<file path="src/rtl/player_ship.sv">
// Player ship: frame-ticked motion with accelerate/coast/wall clamp, a
// hit -> explode -> respawn/dead life cycle, and a registered pixel
// classifier that draws the ship shape for the video scan.
module player_ship #(
    parameter int SCREEN_WIDTH   = 640,
    parameter int SHIP_WIDTH     = 60,
    parameter int SHIP_HEIGHT    = 30,
    parameter int V_OFFSET       = 10,
    parameter int H_OFFSET       = 10,
    parameter int RECT_PERCENT   = 15,
    parameter int ACCEL          = 2,
    parameter int MAX_SPEED      = 20,
    parameter int LIVES          = 3,
    parameter int EXPLODE_FRAMES = 32,
    parameter int INVULN_FRAMES  = 64,
    parameter int BLINK_SHIFT    = 2,
    parameter int NONE           = 7,
    parameter int BACKGROUND     = 0,
    parameter int SPACESHIP      = 1
) (
    input  logic              clk,
    input  logic              reset,
    input  logic              enable,
    input  logic              left,
    input  logic              right,
    input  logic              hit,
    input  logic [9:0]        hPos,
    input  logic [9:0]        vPos,
    output logic [9:0]        gunPosition,
    output logic [2:0]        color,
    output logic signed [7:0] speed,
    output logic [2:0]        lives,
    output logic              vulnerable,
    output logic              gameOver
);

    typedef enum logic [1:0] {ST_ALIVE, ST_EXPLODING, ST_RESPAWN, ST_DEAD} state_e;

    localparam logic signed [11:0] HALF_W  = 12'(SHIP_WIDTH / 2);
    localparam logic signed [11:0] XMIN_C  = 12'(H_OFFSET + SHIP_WIDTH / 2);
    localparam logic signed [11:0] XMAX_C  = 12'(SCREEN_WIDTH - H_OFFSET - SHIP_WIDTH / 2);
    localparam logic signed [11:0] ACC_C   = 12'(ACCEL);
    localparam logic signed [11:0] MAXS_C  = 12'(MAX_SPEED);
    localparam logic signed [11:0] RW_C    = 12'(SHIP_WIDTH * RECT_PERCENT / 100);
    localparam logic signed [11:0] VTOP_C  = 12'(V_OFFSET);
    localparam logic signed [11:0] VBOT_C  = 12'(V_OFFSET + SHIP_HEIGHT);
    localparam logic [9:0]         CENTER_C = 10'(SCREEN_WIDTH / 2);
    localparam logic [7:0]         CNT_EXP_C = 8'(EXPLODE_FRAMES - 1);
    localparam logic [7:0]         CNT_INV_C = 8'(INVULN_FRAMES - 1);
    localparam logic [2:0]         COL_NONE  = 3'(NONE);
    localparam logic [2:0]         COL_BG    = 3'(BACKGROUND);
    localparam logic [2:0]         COL_SHIP  = 3'(SPACESHIP);
    localparam logic [2:0]         LIVES_C   = 3'(LIVES);

    state_e            state_q, state_d;
    logic [9:0]        gun_q, gun_d;
    logic signed [7:0] speed_q, speed_d;
    logic [2:0]        lives_q, lives_d;
    logic [7:0]        cnt_q, cnt_d;
    logic [2:0]        color_q, color_d;

    logic signed [11:0] sp_cur_s, sp_acc_s, sp_sat_s, pos_raw_s, pos_fin_s, sp_fin_s;
    logic signed [11:0] hs_s, vs_s, gs_s, dx_s, adx_s;
    logic               in_box_s, shape_s;

    // Candidate next speed/position for a movement frame (used only when the FSM allows motion)
    always_comb begin
        sp_cur_s = {{4{speed_q[7]}}, speed_q};
        if (right && !left) begin
            sp_acc_s = sp_cur_s + ACC_C;
        end else if (left && !right) begin
            sp_acc_s = sp_cur_s - ACC_C;
        end else if (sp_cur_s > ACC_C) begin
            sp_acc_s = sp_cur_s - ACC_C;
        end else if (sp_cur_s < -ACC_C) begin
            sp_acc_s = sp_cur_s + ACC_C;
        end else begin
            sp_acc_s = 12'sd0;  // within one step of zero: stop without crossing
        end
        if (sp_acc_s > MAXS_C) begin
            sp_sat_s = MAXS_C;
        end else if (sp_acc_s < -MAXS_C) begin
            sp_sat_s = -MAXS_C;
        end else begin
            sp_sat_s = sp_acc_s;
        end
        pos_raw_s = $signed({2'b00, gun_q}) + sp_sat_s;
        if (pos_raw_s < XMIN_C) begin
            pos_fin_s = XMIN_C;
            sp_fin_s  = 12'sd0;
        end else if (pos_raw_s > XMAX_C) begin
            pos_fin_s = XMAX_C;
            sp_fin_s  = 12'sd0;
        end else begin
            pos_fin_s = pos_raw_s;
            sp_fin_s  = sp_sat_s;
        end
    end

    // Life-cycle FSM next state plus position, speed, lives and frame counter
    always_comb begin
        state_d = state_q;
        gun_d   = gun_q;
        speed_d = speed_q;
        lives_d = lives_q;
        cnt_d   = cnt_q;
        case (state_q)
            ST_ALIVE: begin
                if (hit) begin
                    // hit wins over a coincident frame tick: no movement this cycle
                    state_d = ST_EXPLODING;
                    speed_d = 8'sd0;
                    cnt_d   = CNT_EXP_C;
                    if (lives_q != 3'd0) begin
                        lives_d = lives_q - 3'd1;
                    end else begin
                        lives_d = lives_q;
                    end
                end else if (enable) begin
                    gun_d   = pos_fin_s[9:0];
                    speed_d = sp_fin_s[7:0];
                end else begin
                    state_d = ST_ALIVE;
                end
            end
            ST_EXPLODING: begin
                if (enable) begin
                    if (cnt_q == 8'd0) begin
                        if (lives_q == 3'd0) begin
                            state_d = ST_DEAD;
                        end else begin
                            state_d = ST_RESPAWN;
                            gun_d   = CENTER_C;
                            cnt_d   = CNT_INV_C;
                        end
                    end else begin
                        cnt_d = cnt_q - 8'd1;
                    end
                end else begin
                    state_d = ST_EXPLODING;
                end
            end
            ST_RESPAWN: begin
                if (enable) begin
                    gun_d   = pos_fin_s[9:0];
                    speed_d = sp_fin_s[7:0];
                    if (cnt_q == 8'd0) begin
                        state_d = ST_ALIVE;
                    end else begin
                        cnt_d = cnt_q - 8'd1;
                    end
                end else begin
                    state_d = ST_RESPAWN;
                end
            end
            ST_DEAD: begin
                state_d = ST_DEAD;
            end
            default: begin
                state_d = ST_ALIVE;
            end
        endcase
    end

    // Pixel classification for the current scan position
    always_comb begin
        hs_s     = $signed({2'b00, hPos});
        vs_s     = $signed({2'b00, vPos});
        gs_s     = $signed({2'b00, gun_q});
        dx_s     = hs_s - gs_s;
        adx_s    = (dx_s < 12'sd0) ? -dx_s : dx_s;
        in_box_s = (vs_s > VTOP_C) && (vs_s < VBOT_C) &&
                   (hs_s > gs_s - HALF_W) && (hs_s < gs_s + HALF_W);
        shape_s  = ((hs_s - (gs_s - HALF_W)) <= RW_C) ||
                   (((gs_s + HALF_W) - hs_s) <= RW_C) ||
                   (vs_s == VTOP_C + 12'sd1) ||
                   ((adx_s < (VBOT_C - vs_s)) && (dx_s != 12'sd0));
        color_d  = COL_NONE;
        if (!in_box_s) begin
            color_d = COL_NONE;
        end else begin
            case (state_q)
                ST_ALIVE:     color_d = shape_s ? COL_SHIP : COL_BG;
                ST_EXPLODING: color_d = (hPos[0] ^ vPos[0] ^ cnt_q[0]) ? COL_SHIP : COL_BG;
                ST_RESPAWN:   color_d = (!cnt_q[BLINK_SHIFT] && shape_s) ? COL_SHIP : COL_BG;
                ST_DEAD:      color_d = COL_NONE;
                default:      color_d = COL_NONE;
            endcase
        end
    end

    // State, motion and life registers
    always_ff @(posedge clk or posedge reset) begin
        if (reset) begin
            state_q <= ST_ALIVE;
            gun_q   <= CENTER_C;
            speed_q <= 8'sd0;
            lives_q <= LIVES_C;
            cnt_q   <= 8'd0;
        end else begin
            state_q <= state_d;
            gun_q   <= gun_d;
            speed_q <= speed_d;
            lives_q <= lives_d;
            cnt_q   <= cnt_d;
        end
    end

    // Pixel colour register (one-cycle latency from hPos/vPos)
    always_ff @(posedge clk or posedge reset) begin
        if (reset) begin
            color_q <= COL_NONE;
        end else begin
            color_q <= color_d;
        end
    end

    assign gunPosition = gun_q;
    assign speed       = speed_q;
    assign lives       = lives_q;
    assign color       = color_q;
    assign vulnerable  = (state_q == ST_ALIVE);
    assign gameOver    = (state_q == ST_DEAD);

endmodule

</file>
<file path="config.mk">
export PLATFORM = sky130hd
export DESIGN_NAME = player_ship
export DESIGN_NICKNAME = d
export VERILOG_FILES = /design/src/rtl/player_ship.sv
export SDC_FILE = /design/constraint.sdc
export NUM_CORES = 1
export LEC_CHECK = 0
export ABC_AREA = 0
export BUFFER_PORTS_ARGS = -buffer_cell sky130_fd_sc_hd__buf_2
export CORE_ASPECT_RATIO = 1.5
export CORE_MARGIN = 1
export CORE_UTILIZATION = 45
export DETAILED_ROUTE_END_ITERATION = 8
export PLACE_DENSITY_LB_ADDON = 0.1
export SYNTH_ARGS = -nofsm -noshare
export SYNTH_HDL_FRONTEND = slang
export SYNTH_SLANG_ARGS = --single-unit
</file>
<file path="constraint.sdc">
create_clock -name clk -period 12.8 [get_ports clk]
set_clock_uncertainty 0.2 [all_clocks]
set_input_delay 0.64 -clock clk [delete_from_list [all_inputs] [get_ports clk]]
set_output_delay 0.64 -clock clk [all_outputs]
set_load 0.03 [all_outputs]
</file>
# Word-level counts from Yosys, hierarchy flattened
# Cells that the tools add are included.
[totals]
regBits = 34
in_bits = 26
output_inout_bits = 26
wordCells = 113
[op_classes]
add_sub_neg = 12
n_lt_le_gt_ge = 14
eq_ne = 15
mux = 40
bitwise_logic = 2
reduce_logical = 24
[op_table]
columns = ["operator", "count"]
rows = [
  ["$mux W12", 7],
  ["$mux W8", 10],
  ["$mux W10", 7],
  ["$pmux W10 S3", 1],
  ["$le A12 B5 Y1 const B", 2],
  ["$pmux W8 S3", 1],
  ["$pmux W8 S2", 1],
  ["$ne A2 B2 Y1 const B", 7],
  ["$add A11 B12 Y12", 1],
  ["$gt A12 B11 Y1 const B", 1],
  ["$gt A12 B6 Y1 const B", 1],
  ["$lt A11 B12 Y1", 1],
  ["$lt A12 B11 Y1", 1],
  ["$lt A12 B6 Y1 const B", 1],
  ["$lt A12 B7 Y1 const B", 1],
  ["$mux W2", 6],
  ["$ne A3 B3 Y1 const B", 4],
  ["$neg A11 Y12", 1],
  ["$pmux W3 S4", 1],
  ["$reduce_bool A12 Y1", 1],
  ["$sub A11 B10 Y12", 1],
  ["$sub A11 B11 Y12", 1],
  ["$add A10 B5 Y11 const B", 1],
  ["$gt A11 B11 Y1", 1],
  ["other kinds (30)", 47],
]

# Longest topological paths before layout
# Gate-level depths: netlist (run 1).
[logic_depth]
depth_word = 15
ltp_mapped = 28
depth_no_buf = 28

# Least setup slack after synthesis (run 1)
# Ideal clock, no wire load.
[synth_timing]
kind = "reg2reg"
start = "reg speed_q[1], in the netlist speed[1]"
end = "reg speed_q[0], in the netlist speed[0]"
setup_time_ns = 0.069
t_arrival_ns = 5.599
t_required_ns = 12.531
setup_slack_ns = 6.932
path_stages_with_launch = 23
path_buffers = 2
period_less_slack_ns = 5.868
cell_sequence = "dfrtp_1 inv_1 ha_1 or3_1 maj3_1 o211ai_2 nand2_1 a211o_1 ha_1 or3_1 ha_1 a21o_1 buf_1 maj3_1 a31oi_1 or3_1 o2111ai_2 a2bb2oi_4 a21oi_1 xor2_1 o211a_1 buf_6 a32o_1"
[synth_between]
elab_chain_cells = 15
word_cells_on_any_way = 20
classes_between = "add/sub: 3; order compare: 6; mux: 11"
[synth_rtl]
columns = ["item", "line", "text"]
rows = [
  ["from (decl)", "57", "logic signed [7:0] speed_q, speed_d;"],
  ["from (signal assigned)", "203", "speed_q <= speed_d;"],
  ["$add A8 B3 Y9 / $lt A8 B2 Y1 (equally long branches)", "70, 76, 75", ""],
  ["$mux W12", "75", "end else if (sp_cur_s < -ACC_C) begin"],
  ["$mux W12", "73", "end else if (sp_cur_s > ACC_C) begin"],
  ["$mux W12", "71", "end else if (left && !right) begin"],
  ["$mux W12 (*)", "69", "if (right && !left) begin"],
  ["$lt A12 B6 Y1", "82", "end else if (sp_acc_s < -MAXS_C) begin"],
  ["$mux W12", "82", ""],
  ["$mux W12 (*)", "80", "if (sp_acc_s > MAXS_C) begin"],
  ["$add A11 B12 Y12", "87", "pos_raw_s = $signed({2'b00, gun_q}) + sp_sat_s;"],
  ["$gt A12 B11 Y1", "91", "end else if (pos_raw_s > XMAX_C) begin"],
  ["$mux W8", "91", ""],
  ["$mux W8 (*)", "88", "if (pos_raw_s < XMIN_C) begin"],
  ["$mux W8 (*)", "119, 144", ""],
  ["$mux W8", "109", "if (hit) begin"],
  ["$pmux W8 S2 (*)", "107", "case (state_q)"],
]
# Every way passes the cells marked *; elsewhere a longest branch is shown, timed or not.
# A chain may end at the register's enable or synchronous reset.

# Worst setup path after layout (run 1)
# Ends and elaborated chain as after synthesis.

==> metrics.md, run 1 <==
| Metric | Value |
|---|---|
| Synth unique cells | `79` |
| Fin nets | `870` |
| Hold Buf Count CTS | `0` |
| H-tree lvl count | `2` |
| Fraction of layout cells with a size suffix above 1 | `0.111` |
| Fin. Hold Viols | `0` |
| Initial Util | `0.466` |
| Status | `finished clean` |
| Synth Area in Compound Gates | `0.274` |
| Slew @ Worst Pin | `0.856 ns` |
| Ports | `52` |
| Die Wd | `93.3 um` |
| Mux cell area share after synthesis | `0.00578` |
| Cell area after synthesis | `5630 um2` |
| PostCTS Resize Cnt | `0` |
| Total number of vias | `5,377` |
| Post-Synth XOR/XNOR Area | `0.112` |
| First-pass detailed-route iteration total | `4` |
| Core box area | `12,100 um2` |
| Clock buffer depth | `2` |
| Grt total ovfl | `0` |
| Mapped Nets | `832` |
| Number of placed instances, taps included | `912` |
| DR vias/cell | `5.85` |
| R2r setup slk | `6.43 ns` |
| Post-synthesis sequential area ratio | `0.148` |
| Largest family of logic cells by synthesized area | `compound AO/OA/AOI/OAI gates` |
| CTS tree | `done` |
| Cell Rows | `49` |
| Crit-path slowest cell | `dfrtp_1` |
| R2R depth | `23` |
| Critical Path Max Stage Delay | `0.54 ns` |
| Root Buffer Master | `clkbuf_16` |
| Drt wl/cell | `17.1 um` |
| Critical path class | `flop to flop` |
| #FFs+latches synth | `33` |
| Detailed Route WL | `15,700 um` |
| Post-synthesis instance total | `728` |
| CP Cell Sequence | `inv_1 > ha_1 > or3_1 > maj3_1 > o211ai_2 > a31oi_2 > o211a_1 > nor2_1 > nor2_1 > nand2_1 > nor2_1 > ha_1 > a21o_1 > a21o_1 > maj3_1 > a31oi_1 > or3_1 > o2111ai_2 > a2bb2oi_4 > a21oi_1 > xor2_1 > o211a_1 > a32o_1` |
| Arrival @ worst endpoint | `6.38 ns` |
| First-pass GRT wire length | `25,800 um` |
| RSZ-0062 raised after global routing | `no` |
| Clk Latency, worst-skew pair | `0.28 ns` |
| Hold Path Class | `input port to asynchronous set/reset pin` |
| Setup bufs post-CTS | `0` |
| Placer congestion estimate | `0.875` |
| Post-DP HPWL | `13,000 um` |
| Fmax | `0.157 GHz` |
| Avg Cell Area, Syn | `7.73 um2` |
| RR Endpoint | `speed[0]` |
| P&R area growth vs syn | `8.72%` |
| Clock slew at reported path FFs | `0.06 ns` |
| Most used cell, CP | `nor2_1` |
| Slew HR | `0.422` |
| Post-Synth Adder-Cell Area | `0.186` |
| Final setup fails | `0` |
| PortBufs | `51` |
| Ant. Diodes | `0` |
| RR Startpoint | `speed[1]` |
| CP required | `12.81 ns` |
| Post-layout min period | `6.37 ns` |
| Nature of the critical path startpoint | `flop` |
| Die Area | `13,000 um2` |
| DR DRC count | `0` |
| Yosys top cell by area | `ha_1` |
| Max Cap Viol | `0` |
| CP Max Fanout | `12` |
| CP endpoint kind | `flop` |
| Chip Height | `139 um` |
| Fillers | `1,223` |
| Post-Synth Simple-Gate Area | `0.211` |
| Largest cells by area after synthesis | `ha_1 16%, dfrtp_1 12%, xnor2_1 7.2%, nor2_1 4.3%, inv_1 4.1%` |
| Antenna viol nets, final | `0` |
| Period utilization | `0.498` |
| Synth warn | `0` |
| Final slew viol count | `0` |
| Initial antenna violation count | `0` |
| Overall Global Routing Usage | `0.249` |
| Synth async-reset ratio | `1.00` |
| CTS sink cnt | `33` |
| Initial DRC Count | `201` |
| Largest net degree at the start of global routing | `34` |
| Fin Setup TNS | `0 ns` |
| Yosys top cell area share | `0.165` |
| EDFF count, synth | `0` |
| Num CTS Buffers | `5` |
| Vias in the first global route | `5,455` |
| Non-Filler Instances | `919` |
| Ys flop type | `dfrtp_1` |
==> cell usage after synthesis, types with 6 or more instances <==
| cell | instances |
|---|---|
| dfstp_2 | 6 |
| ha_1 | 74 |
| nand3_1 | 24 |
| nand4_1 | 9 |
| o22ai_1 | 10 |
| inv_1 | 62 |
| a32o_1 | 13 |
| o21ai_0 | 37 |
| clkbuf_1 | 10 |
| dfrtp_1 | 27 |
| nor2_1 | 65 |
| a21oi_1 | 41 |
| and2_1 | 6 |
| nand2_1 | 50 |
| a21o_1 | 21 |
| a21boi_0 | 7 |
| o21a_1 | 15 |
| nand2b_1 | 14 |
| nor2b_1 | 17 |
| xor2_1 | 24 |
| nor3_1 | 19 |
| nor4_1 | 9 |
| xnor2_1 | 46 |
| a31oi_1 | 9 |
==> cell usage in the layout, fill, tap and decap left out, drive strengths merged, types with 6 or more instances in the layout <==
cell type	instances
o21ai	40
a31oi	10
nor4	10
o21a	15
dfstp	6
nand2	50
o211ai	6
nor3	20
a21oi	43
ha	74
a21o	21
a211oi	7
dfrtp	27
nor2b	17
inv	62
xnor2	46
o22ai	11
clkbuf	6
a32o	13
nand3	24
a21boi	7
nand4	9
buf	52
nor2	65
and2	6
nand2b	14
xor2	25
==> stage by stage <==
stage                     setup WS [ns]  hold slack, ns  utilization  area [um2]
after floorplan                    6.93           0.295            -        5630
after global placement             6.73           0.276        0.494        5970
after detailed placement           6.51           0.289        0.494        5970
after CTS                          6.46           0.258        0.507        6120
after global routing               6.02           0.288        0.507        6120
final                              6.43           0.247        0.507        6120
==> kinds of logic (layout without fill, tap and decap cells) <==
family                   Yosys count  count (layout)
AND/OR/NAND/NOR                  238             238
AO/OA/AOI/OAI                    214             214
buffers and inverters             86             124
adder cells (fa/ha/maj)           82              82
XOR/XNOR                          71              71
flip-flops                        33              33
multiplexers                       3               3
other                              1               1
==> registers in the layout, summed over array words and instances (netlist names), named ones only <==
signal       count
cnt_q            8
color            2
gunPosition     10
lives            3
speed            8
state_q          1
==> per-layer routing <==
layer,wire [um],track usage,part of all wire,up-vias
li1,-,-,-,2686
met2,8570,0.488,0.55,114
met4,643,0.120,0.041,0
met5,0,0,0,-
met1,6070,0.256,0.39,2539
met3,408,0.0230,0.026,38
==> worst max path at each step <==
stage	from	to	slack (ns)	depth (start not counted)
2_1_floorplan	speed[1]	speed[0]	6.93	22
3_3_place_gp	speed[1]	speed[3]	6.73	23
3_5_place_dp	speed[1]	speed[3]	6.51	23
4_1_cts	speed[1]	speed[3]	6.46	23
5_1_grt	speed[1]	speed[1]	6.02	23
6_report	speed[1]	speed[0]	6.43	23
==> worst max-delay path: cells and delay by family (launching register included) <==
| kind | cells | cell delay, ns |
|---|---|---|
| AOI/OAI and AO/OA | 11 | 2.59 |
| and+or+nand+nor | 6 | 1.22 |
| buffers and inverters | 1 | 0.11 |
| xor gates and xnor gates | 1 | 0.29 |
| DFF | 1 | 0.54 |
| adders and majority gates | 4 | 1.35 |
==> area by class of cell <==
| type | instances | area, um2 | share of cell area |
|---|---|---|---|
| flip-flops and latches | 33 | 833 | 0.136 |
| well taps | 153 | 191 | 0.0313 |
| inverters | 65 | 244 | 0.0399 |
| clock buffers | 6 | 139 | 0.0227 |
| multi-input cells | 609 | 4440 | 0.726 |
| repair buffers | 52 | 263 | 0.0429 |
| clock inverters | 1 | 7.51 | 0.00123 |
Power of run 1 is not shown: default switching activity piles up to over one toggle a cycle in this logic, so the estimate is an artifact.
==> run 2: changes to the inputs <==
- clock period: 12.8 -> 6.55 ns (I/O delays scaled with it)
==> metrics.md, run 2 (synthesized netlist as in run 1, its figures left out) <==
| Metric | Value |
|---|---|
| Status | `finished clean (unchanged)` |
| Fin. Hold Viols | `0 (unchanged)` |
| Ant. Diodes | `0 (unchanged)` |
| Drt wl/cell | `16.9 um (was 17.1 um)` |
| Worst Hold Margin | `0.178 ns (was 0.247 ns)` |
| Cell Rows | `49 (unchanged)` |
| Initial Util | `0.466 (unchanged)` |
| Clk Latency, worst-skew pair | `0.28 ns (about the same)` |
| Slew @ Worst Pin | `0.739 ns (was 0.856 ns)` |
| Clock buffer depth | `2 (unchanged)` |
| Placer congestion estimate | `0.865 (was 0.875)` |
| Fin nets | `875 (was 870)` |
| Nature of the critical path startpoint | `flop (unchanged)` |
| Fin util | `0.513 (was 0.507)` |
| CP required | `6.56 ns (was 12.81 ns)` |
| First-pass detailed-route iteration total | `5 (was 4)` |
| Hold Path Class | `input port to flop (was input port to asynchronous set/reset pin)` |
| P&R area growth vs syn | `10.1% (was 8.72%)` |
| Final setup fails | `0 (unchanged)` |
| DR DRC count | `0 (unchanged)` |
| Die Area | `13,000 um2 (unchanged)` |
| RSZ-0062 raised after global routing | `no (unchanged)` |
| Setup bufs post-CTS | `0 (unchanged)` |
| Most frequent cells in the layout | `74 x ha_1, 65 x nor2_1, 62 x inv_1 (unchanged)` |
| Fin Setup TNS | `0 ns (unchanged)` |
| Period utilization | `0.924 (was 0.498)` |
| CTS sink cnt | `33 (unchanged)` |
| Root Buffer Master | `clkbuf_16 (unchanged)` |
| H-tree lvl count | `2 (unchanged)` |
| Critical path class | `flop to flop (unchanged)` |
| Overall Global Routing Usage | `0.248 (was 0.249)` |
| Largest net degree at the start of global routing | `34 (unchanged)` |
| Max reg flops | `10 (unchanged)` |
| First-pass GRT wire length | `25,800 um (about the same)` |
| Total number of vias | `5,481 (was 5,377)` |
| Post-DP HPWL | `12,800 um (was 13,000 um)` |
| Chip Height | `139 um (unchanged)` |
| Antenna viol nets, final | `0 (unchanged)` |
| Initial DRC Count | `184 (was 201)` |
| Fmax | `0.165 GHz (was 0.157 GHz)` |
| Detailed Route WL | `15,700 um (about the same)` |
| PortBufs | `51 (unchanged)` |
| Slew HR | `0.504 (was 0.422)` |
| Ports | `52 (unchanged)` |
| CTS tree | `done (unchanged)` |
| Final slew viol count | `0 (unchanged)` |
| Core box area | `12,100 um2 (unchanged)` |
| Post-layout min period | `6.05 ns (was 6.37 ns)` |
| Arrival @ worst endpoint | `6.06 ns (was 6.38 ns)` |
| Most common cell after layout, fill and taps aside | `ha_1 (unchanged)` |
| Fillers | `1,207 (was 1,223)` |
| Clock slew at reported path FFs | `0.06 ns (about the same)` |
| Max Cap Viol | `0 (unchanged)` |
| CP endpoint kind | `flop (unchanged)` |
| DR vias/cell | `5.93 (was 5.85)` |
| Vias in the first global route | `5,457 (was 5,455)` |
| Fraction of layout cells with a size suffix above 1 | `0.119 (was 0.111)` |
| Initial antenna violation count | `0 (unchanged)` |
| Grt total ovfl | `0 (unchanged)` |
| Die Wd | `93.3 um (unchanged)` |
| CP Max Fanout | `12 (unchanged)` |
| Num CTS Buffers | `5 (unchanged)` |
-- run 2: final cells by class --
| cell class | count | area (um2) | area share |
|---|---|---|---|
| repair buffers | 57 | 303 | 0.0489 |
| multi-input cells | 609 | 4450 | 0.718 |
| clock buffers | 6 | 139 | 0.0224 |
| clock inverters | 2 | 37.5 | 0.00606 |
| well taps | 153 | 191 | 0.0309 |
| flip-flops and latches | 33 | 835 | 0.135 |
| inverters | 65 | 244 | 0.0394 |
-- run 2: critical path, stage by stage, from the launching register on --
cell,delay (ns)
dfrtp_1,0.45
inv_1,0.11
ha_1,0.27
or3_1,0.39
maj3_1,0.37
o211ai_2,0.20
nand2_1,0.09
a211o_1,0.31
ha_1,0.34
nor2_1,0.12
nand2_1,0.09
nor2_1,0.14
ha_1,0.25
a21o_1,0.16
a21o_1,0.28
maj3_1,0.38
a31oi_1,0.21
or3_1,0.15
o2111ai_2,0.14
a2bb2oi_4,0.22
a21oi_1,0.28
xor2_1,0.33
o211a_4,0.30
a32o_1,0.18
-- run 2: what timing repair did --
action	4_1_cts	5_1_grt
hold buffers	1	0
resized for setup	0	3
endpoints found under the hold margin	27	0
endpoints found under the setup margin	0	12
-- run 2: worst paths after layout --
kind / startpoint / end / slack [ns] / depth (start not counted)
worst min-delay path: enable / state_q[0] / 0.18 / 3
worst min register to register: lives[1] / lives[1] / 0.30 / 2
worst max register to register: speed[2] / speed[0] / 0.50 / 23
min in group asynchronous: reset / speed[0] / 0.49 / 4
max in group asynchronous: reset / gunPosition[8] / 5.32 / 4
worst max-delay path: speed[2] / speed[0] / 0.50 / 23
-- run 2: per-stage QoR --
stage	worst slack [ns]	cells	cell area, um2
floorplan	0.682	728	5630
global placement	0.518	916	6000
detailed placement	0.321	916	6000
CTS	0.284	925	6190
global route	0.0679	925	6200
finish	0.498	925	6200
-- run 2: routing by layer --
layer	up-vias	GRT usage	wire [um]
met2	147	0.480	8380
met4	0	0.121	783
li1	2706	-	-
met5	-	0	0
met3	50	0.0274	492
met1	2578	0.255	6010
Power of run 2 is left out for the same reason.
==> run 3: changes to the inputs <==
- CORE_UTILIZATION: 45 -> 35
==> metrics.md, run 3 (synthesized netlist as in run 1, its figures left out) <==
| Metric | Value |
|---|---|
| CP endpoint kind | `flop (unchanged)` |
| R2R depth | `23 (unchanged)` |
| First-pass detailed-route iteration total | `7 (was 5)` |
| Antenna viol nets, final | `0 (unchanged)` |
| Placer congestion estimate | `0.888 (was 0.865)` |
| Grt total ovfl | `0 (unchanged)` |
| H-tree lvl count | `2 (unchanged)` |
| Core box area | `15,700 um2 (was 12,100 um2)` |
| Post-layout min period | `6.07 ns (was 6.05 ns)` |
| Max Cap Viol | `0 (unchanged)` |
| Detailed Route WL | `16,700 um (was 15,700 um)` |
| DR DRC count | `0 (unchanged)` |
| Final slew viol count | `0 (unchanged)` |
| Root Buffer Master | `clkbuf_16 (unchanged)` |
| Hold Path Class | `input port to flop (unchanged)` |
| Fin. Hold Viols | `0 (unchanged)` |
| Number of buffers and inverters on the critical path | `1 (unchanged)` |
| Critical path class | `flop to flop (unchanged)` |
| RR Endpoint | `speed[1] (was speed[0])` |
| Num CTS Buffers | `5 (unchanged)` |
| RR Startpoint | `speed[2] (unchanged)` |
| Initial antenna violation count | `0 (unchanged)` |
| Largest net degree at the start of global routing | `34 (unchanged)` |
| R2r setup slk | `0.48 ns (was 0.50 ns)` |
| Die Wd | `106 um (was 93.3 um)` |
| Clk Latency, worst-skew pair | `0.28 ns (about the same)` |
| Die Area | `16,600 um2 (was 13,000 um2)` |
| Initial DRC Count | `214 (was 184)` |
| P&R area growth vs syn | `11.7% (was 10.1%)` |
| Total number of vias | `5,418 (was 5,481)` |
| Max reg flops | `10 (unchanged)` |
| CTS tree | `done (unchanged)` |
| CP Cell Sequence | `inv_1 > ha_1 > or3_1 > maj3_1 > o211ai_2 > nand2_1 > a211o_1 > ha_1 > nor2_1 > nand2_1 > nor2_1 > ha_1 > a21o_1 > a21o_1 > maj3_1 > a31oi_1 > or3_1 > o2111ai_2 > a2bb2oi_4 > a21oi_1 > xor2_1 > o211a_4 > a32o_1 (unchanged)` |
| PortBufs | `51 (unchanged)` |
| Slew HR | `0.451 (was 0.504)` |
| Final setup fails | `0 (unchanged)` |
| Chip Height | `157 um (was 139 um)` |
| Crit-path slowest cell | `dfrtp_1 (unchanged)` |
| Cell Rows | `56 (was 49)` |
| Most frequent cells in the layout | `74 x ha_1, 65 x nor2_1, 62 x inv_1 (unchanged)` |
| CP Max Fanout | `12 (unchanged)` |
| Setup bufs post-CTS | `0 (unchanged)` |
| Vias in the first global route | `5,576 (was 5,457)` |
| Overall Global Routing Usage | `0.212 (was 0.248)` |
| Most common cell after layout, fill and taps aside | `ha_1 (unchanged)` |
| Post-DP HPWL | `13,900 um (was 12,800 um)` |
| Cell family with the largest share of critical-path delay | `compound AO/OA/AOI/OAI gates (unchanged)` |
| Hold path start | `hit (was enable)` |
| CP required | `6.56 ns (about the same)` |
| Slew @ Worst Pin | `0.818 ns (was 0.739 ns)` |
| Fmax | `0.165 GHz (about the same)` |
| First-pass GRT wire length | `28,000 um (was 25,800 um)` |
| Fin nets | `882 (was 875)` |
| Arrival @ worst endpoint | `6.08 ns (was 6.06 ns)` |
| Status | `finished clean (unchanged)` |
| RSZ-0062 raised after global routing | `no (unchanged)` |
| Ports | `52 (unchanged)` |
| DR vias/cell | `5.52 (was 5.93)` |
| Fin Setup TNS | `0 ns (unchanged)` |
| Worst Hold End | `lives[0] (was state_q[0])` |
| Clock slew at reported path FFs | `0.06 ns (about the same)` |
| Initial Util | `0.359 (was 0.466)` |
| Nature of the critical path startpoint | `flop (unchanged)` |
| Most used cell, CP | `ha_1 (unchanged)` |
| Hold Crit Depth | `3 (unchanged)` |
| Fraction of layout cells with a size suffix above 1 | `0.126 (was 0.119)` |
| CTS sink cnt | `33 (unchanged)` |
| Period utilization | `0.927 (was 0.924)` |
| Clock buffer depth | `2 (unchanged)` |
| Ant. Diodes | `0 (unchanged)` |
| Drt wl/cell | `17.0 um (was 16.9 um)` |
| Critical Path Max Stage Delay | `0.47 ns (was 0.45 ns)` |
run 3: worst max path at each step:
stage               cells after the start      from        to  slack (ns)
global placement                       23  speed[1]  speed[2]        0.40
global route                           23  speed[2]  speed[1]        0.07
CTS                                    23  speed[1]  speed[6]        0.26
finish                                 23  speed[2]  speed[1]        0.48
floorplan                              22  speed[1]  speed[0]        0.68
detailed placement                     23  speed[1]  speed[3]        0.29
run 3: worst register-to-register path, stage by stage (launching register included):
cell	delay, ns
dfrtp_1	0.47
inv_1	0.12
ha_1	0.28
or3_1	0.40
maj3_1	0.37
o211ai_2	0.20
nand2_1	0.08
a211o_1	0.31
ha_1	0.34
nor2_1	0.12
nand2_1	0.10
nor2_1	0.15
ha_1	0.25
a21o_1	0.16
a21o_1	0.28
maj3_1	0.39
a31oi_1	0.20
or3_1	0.14
o2111ai_2	0.14
a2bb2oi_4	0.22
a21oi_1	0.25
xor2_1	0.33
o211a_4	0.31
a32o_1	0.18
run 3: routing by layer:
metal	global-route usage	wire length (um)	up-vias
met1	0.225	6580	2543
met4	0.119	902	0
met3	0.0195	407	44
met5	0	0	-
met2	0.409	8780	111
li1	-	-	2720
run 3: cell type report:
cell class	instances	area, um2
fill	1668	9410
multi-input combinational	609	4450
sequential	33	835
timing repair buffer	64	355
tap	203	254
inverter	65	244
clock buffer	7	143
clock inverter	1	7.51
run 3: metrics by stage:
stage	util	cells	setup WS [ns]	cell area [um2]	hold WS, ns
after floorplan	-	728	0.682	5630	0.252
after global placement	0.390	973	0.395	6120	0.244
after detailed placement	0.390	973	0.291	6120	0.256
after CTS	0.400	982	0.263	6280	0.171
after global routing	0.401	982	0.0715	6290	0.194
final	0.401	982	0.480	6290	0.174
run 3: repair_timing:
action | 4_1_cts | 5_1_grt
endpoints found under the setup margin | 0 | 12
hold buffers | 1 | 0
gates resized for setup | 0 | 3
endpoints found under the hold margin | 27 | 0
Power of run 3 is left out for the same reason.
